--- config.mk ---
export PLATFORM = sky130hd
export DESIGN_NAME = img_frame_buffer
export DESIGN_NICKNAME = d
export VERILOG_FILES = /design/src/rtl/img_pkg.sv /design/src/rtl/img_skid_fifo.sv /design/src/rtl/img_frame_buffer.sv
export SDC_FILE = /design/constraint.sdc
export NUM_CORES = 1
export LEC_CHECK = 0
export ABC_AREA = 1
export BUFFER_PORTS_ARGS = -buffer_cell sky130_fd_sc_hd__buf_2
export CAP_MARGIN = 20
export CORE_MARGIN = 3
export CORE_UTILIZATION = 66
export DETAILED_ROUTE_END_ITERATION = 7
export GPL_TIMING_DRIVEN = 0
export MAX_ROUTING_LAYER = met4
export PLACE_DENSITY_LB_ADDON = 0.15
export SLEW_MARGIN = 30
export SYNTH_ARGS = -nofsm -noshare
export SYNTH_HDL_FRONTEND = slang
export SYNTH_SLANG_ARGS = --single-unit
--- constraint.sdc ---
create_clock -name clock -period 4.1 [get_ports clock]
set_input_delay 0 -clock clock [delete_from_list [all_inputs] [get_ports clock]]
set_output_delay 0 -clock clock [all_outputs]
set_load 0.01 [all_outputs]
--- src/rtl/img_pkg.sv ---
// Shared types and defaults for the image frame buffer.
package img_pkg;

   localparam int unsigned DATA_W_DEF = 8;
   localparam int unsigned IMG_W_DEF  = 4;
   localparam int unsigned IMG_H_DEF  = 4;

   // Default-width pixel beat: payload plus frame/line markers
   typedef struct packed {
      logic [DATA_W_DEF-1:0] data;
      logic                  sof;
      logic                  eol;
      logic                  eof;
   } pix_beat_t;

   typedef enum logic {
      IDLE = 1'b0,
      RUN  = 1'b1
   } strm_state_t;

   // Counter width for a range of n values, never below one bit
   function automatic int unsigned cnt_w(input int unsigned n);
      return (n > 1) ? $clog2(n) : 1;
   endfunction

endpackage

--- src/rtl/img_skid_fifo.sv ---
// Two-entry valid/ready skid FIFO; head is a register so it drives outputs directly.
module img_skid_fifo
   import img_pkg::*;
#(
   parameter type beat_t = pix_beat_t
)
(
   input  logic  clock,
   input  logic  reset_n,
   input  beat_t in_beat,
   input  logic  push,
   input  logic  pop,
   output beat_t head,
   output logic  full,
   output logic  empty
);

   logic [1:0] cnt;
   logic [1:0] cnt_nxt_c;
   logic       push_ok_c;
   logic       pop_ok_c;
   beat_t      tail;

   // Accepted push/pop and next occupancy
   always_comb begin
      pop_ok_c  = pop & ~empty;
      push_ok_c = push & (~full | pop_ok_c);
      cnt_nxt_c = cnt + 2'(push_ok_c) - 2'(pop_ok_c);
   end

   // Head/tail storage; head is cleared when the FIFO drains
   always_ff @(posedge clock) begin
      if (!reset_n) begin
         cnt   <= 2'd0;
         full  <= 1'b0;
         empty <= 1'b1;
         head  <= '0;
         tail  <= '0;
      end else begin
         cnt   <= cnt_nxt_c;
         full  <= (cnt_nxt_c == 2'd2);
         empty <= (cnt_nxt_c == 2'd0);
         if (pop_ok_c) begin
            if (cnt == 2'd2) begin
               head <= tail;
               if (push_ok_c) tail <= in_beat;
            end else if (push_ok_c) begin
               head <= in_beat;
            end else begin
               head <= '0;
            end
         end else if (push_ok_c) begin
            if (cnt == 2'd0) head <= in_beat;
            else             tail <= in_beat;
         end
      end
   end

endmodule

--- src/rtl/img_frame_buffer.sv ---
// Image frame buffer: write port, random read port and raster streaming engine.
module img_frame_buffer
   import img_pkg::*;
#(
   parameter int unsigned DATA_W    = DATA_W_DEF,
   parameter int unsigned IMG_W     = IMG_W_DEF,
   parameter int unsigned IMG_H     = IMG_H_DEF,
   parameter string       INIT_FILE = "image.hex",
   localparam int unsigned ADDR_W   = $clog2(IMG_W * IMG_H)
)
(
   input  logic              clock,
   input  logic              reset_n,
   input  logic [DATA_W-1:0] data,
   input  logic [ADDR_W-1:0] wraddress,
   input  logic              we,
   input  logic              re,
   input  logic [ADDR_W-1:0] rdaddress,
   output logic [DATA_W-1:0] q,
   output logic              q_valid,
   input  logic              start,
   output logic              busy,
   output logic [DATA_W-1:0] pix_data,
   output logic              pix_sof,
   output logic              pix_eol,
   output logic              pix_eof,
   output logic              pix_valid,
   input  logic              pix_ready,
   output logic              done
);

   localparam int unsigned DEPTH = IMG_W * IMG_H;
   localparam int unsigned XW    = cnt_w(IMG_W);
   localparam int unsigned AW1   = ADDR_W + 1;

   localparam logic [AW1-1:0]    DEPTH_A = AW1'(DEPTH);
   localparam logic [ADDR_W-1:0] LAST_A  = ADDR_W'(DEPTH - 1);
   localparam logic [XW-1:0]     LAST_X  = XW'(IMG_W - 1);

   typedef struct packed {
      logic [DATA_W-1:0] data;
      logic              sof;
      logic              eol;
      logic              eof;
   } beat_t;

   logic [DATA_W-1:0] mem [DEPTH];

   strm_state_t       state;
   logic [ADDR_W-1:0] iss_addr;
   logic [XW-1:0]     iss_x;
   logic              iss_all;
   logic              rd_valid;
   beat_t             rd_beat;
   beat_t             head;
   logic              fifo_full;
   logic              fifo_empty;
   logic              pop_c;
   logic              room_c;
   logic              issue_c;

   localparam string unused_init_file = INIT_FILE;

   // Write port; out-of-range addresses are dropped
   always_ff @(posedge clock) begin
      if (we && ({1'b0, wraddress} < DEPTH_A)) mem[wraddress] <= data;
   end

   // Random read port, only served while the stream engine is idle
   always_ff @(posedge clock) begin
      if (!reset_n) begin
         q       <= '0;
         q_valid <= 1'b0;
      end else begin
         q_valid <= re & ~busy;
         if (re && !busy) q <= ({1'b0, rdaddress} < DEPTH_A) ? mem[rdaddress] : '0;
      end
   end

   // Issue a stream read when FIFO plus in-flight read leaves a free slot after this pop
   always_comb begin
      pop_c   = ~fifo_empty & pix_ready;
      room_c  = ~fifo_full & ~(~fifo_empty & rd_valid);
      issue_c = (state == RUN) & ~iss_all & (room_c | pop_c);
   end

   // Stream FSM, raster counters and read-data stage
   always_ff @(posedge clock) begin
      if (!reset_n) begin
         state    <= IDLE;
         busy     <= 1'b0;
         done     <= 1'b0;
         iss_addr <= '0;
         iss_x    <= '0;
         iss_all  <= 1'b0;
         rd_valid <= 1'b0;
         rd_beat  <= '0;
      end else begin
         done     <= 1'b0;
         rd_valid <= issue_c;
         if (issue_c) begin
            rd_beat.data <= mem[iss_addr];
            rd_beat.sof  <= (iss_addr == '0);
            rd_beat.eol  <= (iss_x == LAST_X);
            rd_beat.eof  <= (iss_addr == LAST_A);
            iss_addr     <= iss_addr + ADDR_W'(1);
            iss_x        <= (iss_x == LAST_X) ? '0 : iss_x + XW'(1);
            iss_all      <= (iss_addr == LAST_A);
         end
         case (state)
            IDLE: begin
               if (start) begin
                  state    <= RUN;
                  busy     <= 1'b1;
                  iss_addr <= '0;
                  iss_x    <= '0;
                  iss_all  <= 1'b0;
               end
            end
            RUN: begin
               if (pop_c && head.eof) begin
                  state <= IDLE;
                  busy  <= 1'b0;
                  done  <= 1'b1;
               end
            end
            default: state <= IDLE;
         endcase
      end
   end

   img_skid_fifo #(
      .beat_t (beat_t)
   ) u_fifo (
      .clock   (clock),
      .reset_n (reset_n),
      .in_beat (rd_beat),
      .push    (rd_valid),
      .pop     (pop_c),
      .head    (head),
      .full    (fifo_full),
      .empty   (fifo_empty)
   );

   assign pix_valid = ~fifo_empty;
   assign pix_data  = head.data;
   assign pix_sof   = head.sof;
   assign pix_eol   = head.eol;
   assign pix_eof   = head.eof;

endmodule

==> results of run 1 <==
worst paths after layout:
path                from     endpoint  slack, ps  depth (start not counted)
max          iss_addr[1]  rd_beat[10]       2290                          7
min              data[5]   mem[10][5]          6                          1
max reg2reg  iss_addr[1]  rd_beat[10]       2290                          7
min reg2reg      iss_all      iss_all        450                          2
routing by layer:
layer | share of wire | GRT usage | up-vias
li1 | - | - | 3572
met1 | 0.38 | 0.498 | 3570
met2 | 0.46 | 0.573 | 575
met3 | 0.13 | 0.0811 | 104
met4 | 0.041 | 0.144 | 0
met5 | 0 | - | -
critical path, delay by kind of cell (launching register included):
| family | cells | cell delay [ps] |
|---|---|---|
| AO/OA/AOI/OAI | 2 | 520 |
| AND/OR/NAND/NOR | 4 | 300 |
| buffers and inverters | 1 | 410 |
| flip-flops | 1 | 510 |
per-stage QoR:
stage | util | setup WS, ps | hold slack (ps) | area [µm²]
after floorplan | - | 2710 | 98.9 | 8810
after global placement | 0.719 | 2400 | 242 | 9230
after detailed placement | 0.719 | 2410 | 248 | 9230
after CTS | 0.774 | 2390 | 4.47 | 9920
after global routing | 0.774 | 2120 | 17.4 | 9920
final | 0.774 | 2290 | 6.13 | 9920
report_power, final:
part           internal, mW  switching [mW]  total (mW)
clock network         0.947           0.730        1.68
logic                 0.254           0.513       0.768
registers              2.09          0.0587        2.15
state kept, by name (all words and copies together) (netlist names):
signal	count
state	1
u_fifo.head	11
q_valid	1
iss_x	2
u_fifo.tail	11
u_fifo.full	1
iss_all	1
busy	1
rd_valid	1
u_fifo.cnt	2
u_fifo.empty	1
rd_beat	11
q	8
iss_addr	4
done	1
mem	128
placed cells by master (no fill, tap or decap), types with 2 or more instances in the layout:
cell	instances
sky130_fd_sc_hd__nand2_2	2
sky130_fd_sc_hd__buf_1	4
sky130_fd_sc_hd__buf_4	17
sky130_fd_sc_hd__dfxtp_1	57
sky130_fd_sc_hd__buf_2	61
sky130_fd_sc_hd__clkinv_1	2
sky130_fd_sc_hd__edfxtp_1	128
sky130_fd_sc_hd__clkbuf_1	10
sky130_fd_sc_hd__clkinvlp_4	2
sky130_fd_sc_hd__inv_2	5
sky130_fd_sc_hd__nand3_1	142
sky130_fd_sc_hd__o22ai_1	11
sky130_fd_sc_hd__o21ai_1	20
sky130_fd_sc_hd__nand3b_1	2
sky130_fd_sc_hd__nand2_1	291
sky130_fd_sc_hd__xnor2_1	2
sky130_fd_sc_hd__dlygate4sd3_1	8
sky130_fd_sc_hd__a21oi_1	25
sky130_fd_sc_hd__o21ai_0	63
sky130_fd_sc_hd__clkinv_4	2
sky130_fd_sc_hd__buf_6	7
sky130_fd_sc_hd__nor2_1	150
sky130_fd_sc_hd__a21oi_4	2
sky130_fd_sc_hd__clkbuf_16	21
sky130_fd_sc_hd__inv_1	59
sky130_fd_sc_hd__inv_6	4
sky130_fd_sc_hd__ha_1	5
sky130_fd_sc_hd__a21oi_2	5
layout make-up:
| class | count | share of cell area |
|---|---|---|
| sequential | 185 | 0.502 |
| clock buffer | 23 | 0.0547 |
| timing repair buffer | 49 | 0.0287 |
| inverter | 66 | 0.0250 |
| clock inverter | 9 | 0.00731 |
| antenna | 1 | 0.000252 |
| multi-input combinational | 726 | 0.324 |
| tap | 172 | 0.0217 |
| buffer | 58 | 0.0363 |
cells by family after synthesis:
kind of cell,Yosys count,synth area share
and+or+nand+nor,591,0.276
DFF,185,0.566
AOI/OAI and AO/OA,128,0.0803
buffers and inverters,124,0.0691
adders and majority gates,5,0.00710
xor gates and xnor gates,2,0.00199
==> results, run 1 <==
- The flow ran to the end, and the final reports show no timing, DRC or antenna violations.
- The core area is 12800 µm².
- The die span in x is around 120 µm.
- The latest clock arrival within the worst-skew pair is approximately 450 ps.
- After clock tree synthesis, the flow added hold-fix buffers numbering 8.
- The worst hold-check path type is input pin to register.
- The number of hold violations in the final report is 0.
- In this run the static leakage power is 4.03 nW.
- The synthesized flop and latch total is between 150 and 200.
- After detailed routing, the average wire length per cell comes to about 20 µm.
- For the final database, setup skew stands at about 15 ps.
- Sorting the synthesized cells by how often they occur yields sky130_fd_sc_hd__nand2_1, sky130_fd_sc_hd__nor2_1, sky130_fd_sc_hd__nand3_1, sky130_fd_sc_hd__edfxtp_1, sky130_fd_sc_hd__o21ai_0.
- The slowest stage of the critical path belongs to the cell sky130_fd_sc_hd__dfxtp_1.
- The power per cell area is 463 nW/µm².
- The count of nets left with antenna violations once routing finished came out at 0.
- Setup repair after global routing left no endpoint under its margin.
- Of the cells placed in the final design, the portion with a size suffix greater than 1 is 0.121.
- After the first detailed-routing iteration, the DRC count stood at 1282.
- The critical path class is register to register.
- The count of port buffers added during placement is 41.
- Headroom to the max-slew limit came out at 0.362.
- Before antenna repair, the detailed router went through 8 iterations.
- The worst setup path is captured at a register.
- The H-tree was split into 4 levels.
- The time the worst path needs with I/O delays and setup is approximately 1800 ps.
- The weighted congestion reported at the end of routability-driven placement is between 1 and 1.5.
- Relative to the synthesized area, the layout overhead comes to 12.7%.
- Averaged over all synthesized cells, the footprint is 8.51 µm².
- Traced cell by cell, the critical path runs through clkbuf_1 -> o21ai_0 -> o21ai_0 -> nand2_1 -> nand2_1 -> nor2_1 -> nor2_1.
- After clock tree synthesis, the repair step resized 0 gates.
- Sorting the synthesized cells by area gives the leading types as sky130_fd_sc_hd__edfxtp_1, sky130_fd_sc_hd__dfxtp_1, sky130_fd_sc_hd__nand2_1, sky130_fd_sc_hd__nand3_1, sky130_fd_sc_hd__nor2_1.
- The cell taking the most area after synthesis is sky130_fd_sc_hd__edfxtp_1.
- After global routing the overflow that remains totals 0.
- For the worst setup path, the data required time is about 4500 ps.
- The number of nets in the final layout is 1130.
- Counting flops with a built-in enable in the synthesized netlist gives 128.
- The register area share after synthesis is 0.566.
- The post-synth net total is 1062.
- The first-pass GRT wire length is 40000 µm.
- The filler-free cell count of the finished design is 1289.
- 45 I/O pins were placed.
- The most frequent cell after synthesis is sky130_fd_sc_hd__nand2_1.
- In this run, distinct cell masters in the synthesized netlist total 30.
- Entering global routing, the biggest net connects 18 pins.
- On the worst path, the slowest cell contributes a delay of 510 ps.
- The main flop type after synthesis is sky130_fd_sc_hd__edfxtp_1.
- The cell count after synthesis is 1035.
- The instance count after placement with tap cells included is 1248.
- The clock-pin slew of the registers on the worst-case setup and hold paths is 80 ps.
- The die covers 14800 µm².
- The mean number of vias per cell is 6.07.
- The number of buffers on the longest clock path is 2.
- In this run the worst path has a maximum fanout of 10.
- The mapped cell area is 8810 µm².
- The remaining routing DRC violations is 0.
- The final max-slew violation count came to 0.
- The via count of the first global-routing pass was 7200.
- Setup violations remaining at the end of the flow were counted as 0.
- Summed over all nets, the half-perimeter wirelength after detailed placement is ~18000 µm.
- The slew at the pin with the worst max-slew slack is 954 ps.
- The floorplan row count is 41.
- The share of the synthesized area in the top cell type is 0.436.
- The final-layout setup total negative slack is 0 ps.
- The area occupied by multi-input gates is 3210 µm².
- Total power for the finished layout comes to approximately 4.6 mW.
- The post-CTS setup repair buffer count is 0.
- The kind of start point of the critical path is a register.
- CTS placed an instance of sky130_fd_sc_hd__clkbuf_16 at the clock tree root.
- The critical path arrival is 2190 ps.
- Static timing analysis puts the maximum clock frequency at around 0.55 GHz.
- The Yosys step of the flow raised 0 warnings.
- The sequential cell area is approximately 5000 µm².
- The TritonCTS sink count is 185.
- TritonCTS built the clock tree.
- The height of the die is approximately 120 µm.
- The initial antenna violation count was 0.
- The total number of vias is 7821.
- The total wire length after detailed routing is 25900 µm.
- The number of maximum-capacitance violations is 0.
- For this run, the total global-route usage over all layers was measured as 0.375.
- In the synthesized netlist the async set-or-reset flop fraction comes to 0.
- Buffers inserted during clock tree synthesis total 17.
- The final-layout fill cell count is just over 900.
- VDD sags by at most 456 µV.
- Dividing the final minimum period by the clock period gives 0.442.
- The initial cell density of the core is 0.687.
Power figures use the tool's default switching activity.
==> run 2, diff against run 1 <==
--- a/config.mk
+++ b/config.mk
@@ -9,7 +9,7 @@
 export BUFFER_PORTS_ARGS = -buffer_cell sky130_fd_sc_hd__buf_2
 export CAP_MARGIN = 20
 export CORE_MARGIN = 3
-export CORE_UTILIZATION = 66
+export CORE_UTILIZATION = 61
 export DETAILED_ROUTE_END_ITERATION = 7
 export GPL_TIMING_DRIVEN = 0
 export MAX_ROUTING_LAYER = met4
==> constraint.sdc (replaced) <==
create_clock -name clock -period 1.7 [get_ports clock]
set_input_delay 0 -clock clock [delete_from_list [all_inputs] [get_ports clock]]
set_output_delay 0 -clock clock [all_outputs]
set_load 0.01 [all_outputs]
==> results, run 2 (synthesis results as in run 1) <==
- The count of H-tree levels built during CTS was 4 (unchanged).
- The most common library cell in the layout ignoring fill and taps was sky130_fd_sc_hd__nand2_1 (unchanged).
- The final-layout setup total negative slack is 0 ps (unchanged).
- The clock tree from TritonCTS is done (unchanged).
- The critical path arrival is 1950 ps (was 2190 ps).
- The total die area is 15900 µm² (was 14800 µm²).
- The time the worst path needs with I/O delays and setup is 1610 ps (was 1810 ps).
- The maximum fanout along the worst path is 10 (unchanged).
- The final-layout fill cell count is 1105 (was 928).
- The final max-slew violation count was 0 (unchanged).
- The share of total power consumed by net switching came to 0.287 (was 0.284).
- The die span in x is 126 µm (was 122 µm).
- The total wire length after detailed routing is 25900 µm (about the same).
- The worst hold-check path type was input pin to register (unchanged).
- Setup repair after global routing missed its margin: true (was false).
- The core area is 14000 µm² (was 12800 µm²).
- The total congestion overflow is 0 (unchanged).
- The mean number of vias per cell came to 5.89 (was 6.07).
- The starting DRC count in detailed routing came to 1194 (was 1282).
- The slew at the pin with the worst max-slew slack is 982 ps (was 954 ps).
- The hold path startpoint is data[6] (was data[5]).
- The post-CTS setup repair buffer count is 0 (unchanged).
- The weighted congestion reported at the end of routability-driven placement came to 0.993 (was 1.02).
- The leakage power came to 4.00 nW (was 4.03 nW).
- The part of the total power dissipated in combinational logic is 0.173 (was 0.167).
- The global routing met2 resource utilization is 0.502 (was 0.573).
- The initial cell density of the core was 0.630 (was 0.687).
- The post-route fraction of the period consumed by the critical path is 0.949 (was 0.442).
- The number of hold violations in the final report is 0 (unchanged).
- The floorplan row count is 43 (was 41).
- The top achievable clock speed is 0.620 GHz (was 0.552 GHz).
- The number of buffers on the longest clock path is 2 (unchanged).
- The half-perimeter wire length after placement came to 18100 µm (was 17900 µm).
- The required time reported for the critical path endpoint is 2030 ps (was 4480 ps).
- The layout overhead on the synthesized area came to 12.0% (was 12.7%).
- The number of nets with antenna violations after routing came to 0 (unchanged).
- The first-pass iteration count of the detailed router came to 5 (was 8).
- The met3 track utilization from global routing is 0.0721 (was 0.0811).
- The count of port buffers added during placement is 41 (unchanged).
- The number of I/O pins is 45 (unchanged).
- The share of cells above drive strength 1 came to 0.123 (was 0.121).
- The routed wirelength normalized by instance count was 20.0 µm (was 20.1 µm).
- The total global routing track utilization is 0.340 (was 0.375).
- The root cell of the clock tree is sky130_fd_sc_hd__clkbuf_16 (unchanged).
- The kind of start point of the critical path was a register (unchanged).
- The via count of the first global-routing pass is 6985 (was 7200).
- The first-pass GRT wire length was 39800 µm (was 40000 µm).
- The clock-pin slew of the registers on the worst-case setup and hold paths is 70 ps (was 80 ps).
- The kind of end point of the critical path is a register (unchanged).
- The register ranked first by flip-flop count is mem (unchanged).
- The total number of vias is 7620 (was 7821).
- The worst hold path depth is 1 (unchanged).
- The TritonCTS sink count is 185 (unchanged).
- The overall power consumption is 10.8 mW (was 4.59 mW).
- The share of power burned in the clock network is 0.345 (was 0.365).
- The initial antenna violation count was 0 (unchanged).
- The peak supply drop is 668 µV (was 456 µV).
- The number of endpoints failing setup at the final stage is 0 (unchanged).
- The worst setup path startpoint is iss_addr[1] (unchanged).
- Most used cells in the layout excluding fill and tap cells: sky130_fd_sc_hd__nand2_1, sky130_fd_sc_hd__nor2_1, sky130_fd_sc_hd__nand3_1, sky130_fd_sc_hd__edfxtp_1 (was sky130_fd_sc_hd__nand2_1, sky130_fd_sc_hd__nor2_1, sky130_fd_sc_hd__nand3_1, sky130_fd_sc_hd__edfxtp_1, sky130_fd_sc_hd__o21ai_0).
- The number of maximum-capacitance violations came to 0 (unchanged).
- The worst slew margin relative to its limit is 0.343 (was 0.362).
- Run status: finished, final reports clean (unchanged).
- The largest net degree at the start of global routing is 17 (was 18).
- The cell count of the worst reg-to-reg path came to 7 (unchanged).
- The number of buffers created by CTS is 17 (unchanged).
- The power share of the sequential group is 0.482 (was 0.468).
- The internal power component was 7.67 mW (was 3.29 mW).
- The met1 usage is 0.457 (was 0.498).
- The height of the die is 126 µm (was 122 µm).
- The beginning of the worst register-to-register path is iss_addr[1] (unchanged).
- The layer carrying the most global-route usage is met2 (unchanged).
- The net switching power came to 3.08 mW (was 1.30 mW).
- The final clock skew is 6.80 ps (was 14.7 ps).
- The worst setup margin came to 86.4 ps (was 2290 ps).
- The worst slack at placement came to 15.7 ps (was 2410 ps).
- The number of antenna repair diodes was 0 (was 1).
- The flip-flop count of the largest register after layout is 128 (unchanged).
- The number of nets in the final layout is 1128 (was 1130).
- The power per cell area is 1090 nW/µm² (was 463 nW/µm²).
- The latest clock arrival within the worst-skew pair is 440 ps (was 450 ps).
- The critical path class is register to register (unchanged).
- The remaining routing DRC violations is 0 (unchanged).
## run 2: cell count changes in the layout (fill, tap and decap cells not counted), sizes merged
cell,before,now
clkinv,5,10
inv,68,65
clkbuf,33,31
dlygate4sd3,8,6
buf,89,88
bufinv,0,1
diode,1,0
## run 2: path summary, 6_finish.rpt
| path | end | slack, ps |
|---|---|---|
| worst max-delay path | rd_beat[6] | 90 |
| worst min-delay path | mem[13][6] | 10 |
| worst max register to register | rd_beat[6] | 90 |
| worst min register to register | u_fifo.tail[8] | 450 |
## run 2: area by class of cell
| class | count | area [µm²] | share of cell area |
|---|---|---|---|
| multi-input combinational | 726 | 3220 | 0.326 |
| clock buffer | 20 | 437 | 0.0443 |
| sequential | 185 | 4980 | 0.505 |
| buffer | 58 | 382 | 0.0387 |
| clock inverter | 12 | 103 | 0.0104 |
| inverter | 66 | 248 | 0.0251 |
| timing repair buffer | 47 | 265 | 0.0269 |
| tap | 180 | 225 | 0.0228 |
## run 2: worst max-delay path: stages (launching register included)
cell                      delay, ps
sky130_fd_sc_hd__dfxtp_1        480
sky130_fd_sc_hd__buf_4          250
sky130_fd_sc_hd__buf_6          180
sky130_fd_sc_hd__nand3_1        130
sky130_fd_sc_hd__nand3_1        170
sky130_fd_sc_hd__nand3_1         90
sky130_fd_sc_hd__nor2_1         140
sky130_fd_sc_hd__nor2_1          60
## run 2: what timing repair did
item,CTS,global route
endpoints found under the hold margin,29,0
resized for setup,1,23
endpoints found under the setup margin,1,8
hold buffers,6,0
## run 2: power by group through the flow
stage                     Combinational [mW]  Clock, mW  Sequential [mW]
after floorplan                         1.21          0             5.26
after global placement                  1.77          0             5.27
after detailed placement                1.79          0             5.28
after CTS                               1.82       3.70             5.18
after global routing                    2.05       3.90             5.20
final                                   1.86       3.71             5.18
## run 2: metrics by stage
stage	hold slack, ps	std cells	area [µm²]	util
floorplan	98.9	1035	8810	-
global placement	245	1256	9240	0.660
detailed placement	252	1256	9240	0.660
CTS	6.94	1294	9840	0.703
global route	5.88	1294	9860	0.705
finish	12.5	1294	9860	0.705
## run 2: metal layers
| metal | routed length (µm) | up-vias |
|---|---|---|
| li1 | - | 3561 |
| met2 | 11600 | 442 |
| met3 | 2670 | 75 |
| met5 | 0 | - |
| met4 | 1170 | 0 |
| met1 | 10400 | 3542 |
==> run 3, diff against run 2 <==
--- a/config.mk
+++ b/config.mk
@@ -5,7 +5,6 @@
 export SDC_FILE = /design/constraint.sdc
 export NUM_CORES = 1
 export LEC_CHECK = 0
-export ABC_AREA = 1
 export BUFFER_PORTS_ARGS = -buffer_cell sky130_fd_sc_hd__buf_2
 export CAP_MARGIN = 20
 export CORE_MARGIN = 3
==> results, run 3 <==
- Run status: finished with violations (was finished, final reports clean).
- The checks that failed: setup timing.
- The sequential cell area is 4990 µm² (was 4980 µm²).
- The clock-pin slew of the registers on the worst-case setup and hold paths is 60 ps (was 70 ps).
- The power per cell area came to 1080 nW/µm² (was 1090 nW/µm²).
- The register area share after synthesis came to 0.607 (was 0.566).
- The peak supply drop is 798 µV (was 668 µV).
- The first-pass GRT wire length is 30000 µm (was 39800 µm).
- The remaining routing DRC violations is 0 (unchanged).
- The total congestion overflow is 0 (unchanged).
- The number of I/O pins came to 45 (unchanged).
- The most common library cell in the layout ignoring fill and taps is sky130_fd_sc_hd__edfxtp_1 (was sky130_fd_sc_hd__nand2_1).
- The average cell area after synthesis is 16.1 µm² (was 8.51 µm²).
- The worst slack at placement is -216 ps (was 15.7 ps).
- The slew at the pin with the worst max-slew slack is 975 ps (was 982 ps).
- The final clock skew is 6.89 ps (was 6.80 ps).
- The first-pass iteration count of the detailed router is 6 (was 5).
- The final-layout setup total negative slack is -54.1 ps (was 0 ps).
- The number of hold violations in the final report is 0 (unchanged).
- The unique cell type count in the Yosys netlist is 47 (was 30).
- The most frequent cell after synthesis is sky130_fd_sc_hd__edfxtp_1 (was sky130_fd_sc_hd__nand2_1).
- The required time reported for the critical path endpoint came to 2000 ps (was 2030 ps).
- The leakage power came to 3.35 nW (was 4.00 nW).
- The total die area is 14900 µm² (was 15900 µm²).
- The worst setup margin was -52.7 ps (was 86.4 ps).
- The initial antenna violation count is 1 (was 0).
- The initial cell density of the core is 0.637 (was 0.630).
- The number of buffers on the longest clock path is 2 (unchanged).
- The overall power consumption came to 10.5 mW (was 10.8 mW).
- The total global routing track utilization is 0.291 (was 0.340).
- The count of H-tree levels built during CTS is 4 (unchanged).
- The fraction of the core area covered by cells at the end of the flow came to 0.751 (was 0.705).
- The area occupied by multi-input gates came to 3130 µm² (was 3220 µm²).
- The worst hold slack came to 16.2 ps (was 12.5 ps).
- The via count of the first global-routing pass is 5231 (was 6985).
- The top achievable clock speed was 0.571 GHz (was 0.620 GHz).
- The critical path class was register to register (unchanged).
- The count of port buffers added during placement is 41 (unchanged).
- Setup repair after global routing missed its margin: true (unchanged).
- The layout overhead on the synthesized area is 17.8% (was 12.0%).
- The root cell of the clock tree is sky130_fd_sc_hd__clkbuf_16 (unchanged).
- The number of endpoints failing setup at the final stage is 2 (was 0).
- The final-layout fill cell count is 773 (was 1105).
- The kind of start point of the critical path is a register (unchanged).
- The core area was 12900 µm² (was 14000 µm²).
- The weighted congestion reported at the end of routability-driven placement is 0.840 (was 0.993).
- The clock tree from TritonCTS is done (unchanged).
- The critical path arrival came to 2050 ps (was 1950 ps).
- The mapped cell area came to 8210 µm² (was 8810 µm²).
- The placed cell area is 8660 µm² (was 9240 µm²).
- The share of cells above drive strength 1 is 0.337 (was 0.123).
- The largest net degree at the start of global routing is 17 (unchanged).
- The time the worst path needs with I/O delays and setup is 1750 ps (was 1610 ps).
- The worst slew margin relative to its limit came to 0.348 (was 0.343).
- The number of warnings issued by yosys came to 0 (unchanged).
- The post-synth net total is 538 (was 1062).
- The synthesized flop and latch total is 185 (unchanged).
- The number of enable-type register cells in the synthesized netlist is 128 (unchanged).
- The kind of end point of the critical path is a register (unchanged).
- Most numerous cell types in the synthesized netlist: sky130_fd_sc_hd__edfxtp_1, sky130_fd_sc_hd__dfxtp_1, sky130_fd_sc_hd__mux4_2, sky130_fd_sc_hd__nor2_1, sky130_fd_sc_hd__mux2i_1 (was sky130_fd_sc_hd__nand2_1, sky130_fd_sc_hd__nor2_1, sky130_fd_sc_hd__nand3_1, sky130_fd_sc_hd__edfxtp_1, sky130_fd_sc_hd__o21ai_0).
- The die span in x was 122 µm (was 126 µm).
- The latest clock arrival within the worst-skew pair is 430 ps (was 440 ps).
- The worst hold-check path type is input pin to register (unchanged).
- The number of buffers created by CTS came to 17 (unchanged).
- The total wire length after detailed routing is 20200 µm (was 25900 µm).
- The routed wirelength normalized by instance count came to 25.8 µm (was 20.0 µm).
- The flip-flop count of the largest register after layout is 128 (unchanged).
- Largest cells by area after synthesis: sky130_fd_sc_hd__edfxtp_1, sky130_fd_sc_hd__mux4_2, sky130_fd_sc_hd__dfxtp_1, sky130_fd_sc_hd__mux2i_1, sky130_fd_sc_hd__mux4_1 (was sky130_fd_sc_hd__edfxtp_1, sky130_fd_sc_hd__dfxtp_1, sky130_fd_sc_hd__nand2_1, sky130_fd_sc_hd__nand3_1, sky130_fd_sc_hd__nor2_1).
- The instance count after placement with tap cells included is 725 (was 1256).
- The post-route fraction of the period consumed by the critical path is 1.03 (was 0.949).
- The number of nets in the final layout is 623 (was 1128).
- The cell count after synthesis is 511 (was 1035).
- The final max-slew violation count is 0 (unchanged).
- The total non-filler cell area in the finished layout was 9670 µm² (was 9860 µm²).
- The height of the die is 122 µm (was 126 µm).
- The mean number of vias per cell is 6.66 (was 5.89).
- The maximum fanout along the worst path came to 8 (was 10).
- The number of maximum-capacitance violations came to 0 (unchanged).
- The TritonCTS sink count is 185 (unchanged).
- The register ranked first by flip-flop count is mem (unchanged).
- The main flop type after synthesis is sky130_fd_sc_hd__edfxtp_1 (unchanged).
- The floorplan row count came to 41 (was 43).
- The share of the synthesized area in the top cell type is 0.468 (was 0.436).
- The number of nets with antenna violations after routing was 0 (unchanged).
- The starting DRC count in detailed routing is 725 (was 1194).
- The filler-free cell count of the finished design is 782 (was 1294).
- The total number of vias is 5207 (was 7620).
- The half-perimeter wire length after placement was 13200 µm (was 18100 µm).
- Most used cells in the layout excluding fill and tap cells: sky130_fd_sc_hd__edfxtp_1, sky130_fd_sc_hd__mux4_2, sky130_fd_sc_hd__dfxtp_1, sky130_fd_sc_hd__buf_2, sky130_fd_sc_hd__nor2_1 (was sky130_fd_sc_hd__nand2_1, sky130_fd_sc_hd__nor2_1, sky130_fd_sc_hd__nand3_1, sky130_fd_sc_hd__edfxtp_1).
- The share of async-settable or async-resettable flops after synthesis came to 0 (unchanged).
- The cell taking the most area after synthesis is sky130_fd_sc_hd__edfxtp_1 (unchanged).
run 3: metal layers:
metal	vias to the layer above	global-route usage	share of wire
met5	-	-	0
met4	0	0.118	0.036
met3	44	0.0580	0.087
met2	312	0.496	0.52
met1	2606	0.343	0.35
li1	2245	-	-
run 3: final cells by class:
type	count	area share
flip-flops and latches	185	0.516
diodes	1	0.000259
plain buffers	31	0.0261
clock buffers	18	0.0444
multi-input cells	282	0.324
clock inverters	14	0.0135
inverters	13	0.00531
well taps	172	0.0223
repair buffers	66	0.0481
run 3: final timing paths:
path / cells after the start / endpoint / start / slack [ps]
setup reg to reg: 5 / rd_beat[10] / iss_addr[1] / -50
hold reg to reg: 2 / q[7] / q[7] / 490
setup / recovery: 5 / rd_beat[10] / iss_addr[1] / -50
hold / removal: 2 / mem[8][4] / wraddress[1] / 20
run 3: cells by family after synthesis:
| family | after synthesis | share of synthesized area |
|---|---|---|
| muxes | 100 | 0.222 |
| buffers and inverters | 44 | 0.0316 |
| AOI/OAI and AO/OA | 81 | 0.0721 |
| DFF | 185 | 0.607 |
| adders and majority gates | 5 | 0.00762 |
| xor gates and xnor gates | 1 | 0.00107 |
| and+or+nand+nor | 95 | 0.0582 |
run 3: critical path, stage by stage (launching register included):
cell and delay, ps:
sky130_fd_sc_hd__dfxtp_2 350, sky130_fd_sc_hd__buf_12 150, sky130_fd_sc_hd__buf_12 150, sky130_fd_sc_hd__mux4_2 560
sky130_fd_sc_hd__mux2i_2 250, sky130_fd_sc_hd__o221ai_1 150
run 3: power breakdown:
group          leakage [nW]  total, mW  switching (mW)  internal [mW]
registers              1.62       5.21           0.161           5.05
clock network         0.259       3.77            1.63           2.14
logic                  1.47       1.51           0.840          0.672
run 3: repair_timing:
| action | in CTS | in global routing |
|---|---|---|
| hold buffers | 11 | 0 |
| cloned | 1 | 1 |
| setup endpoints to repair | 18 | 16 |
| pin swaps | 6 | 9 |
| gates resized for setup | 35 | 20 |
| buffers inserted | 6 | 5 |
| endpoints found under the hold margin | 134 | 0 |
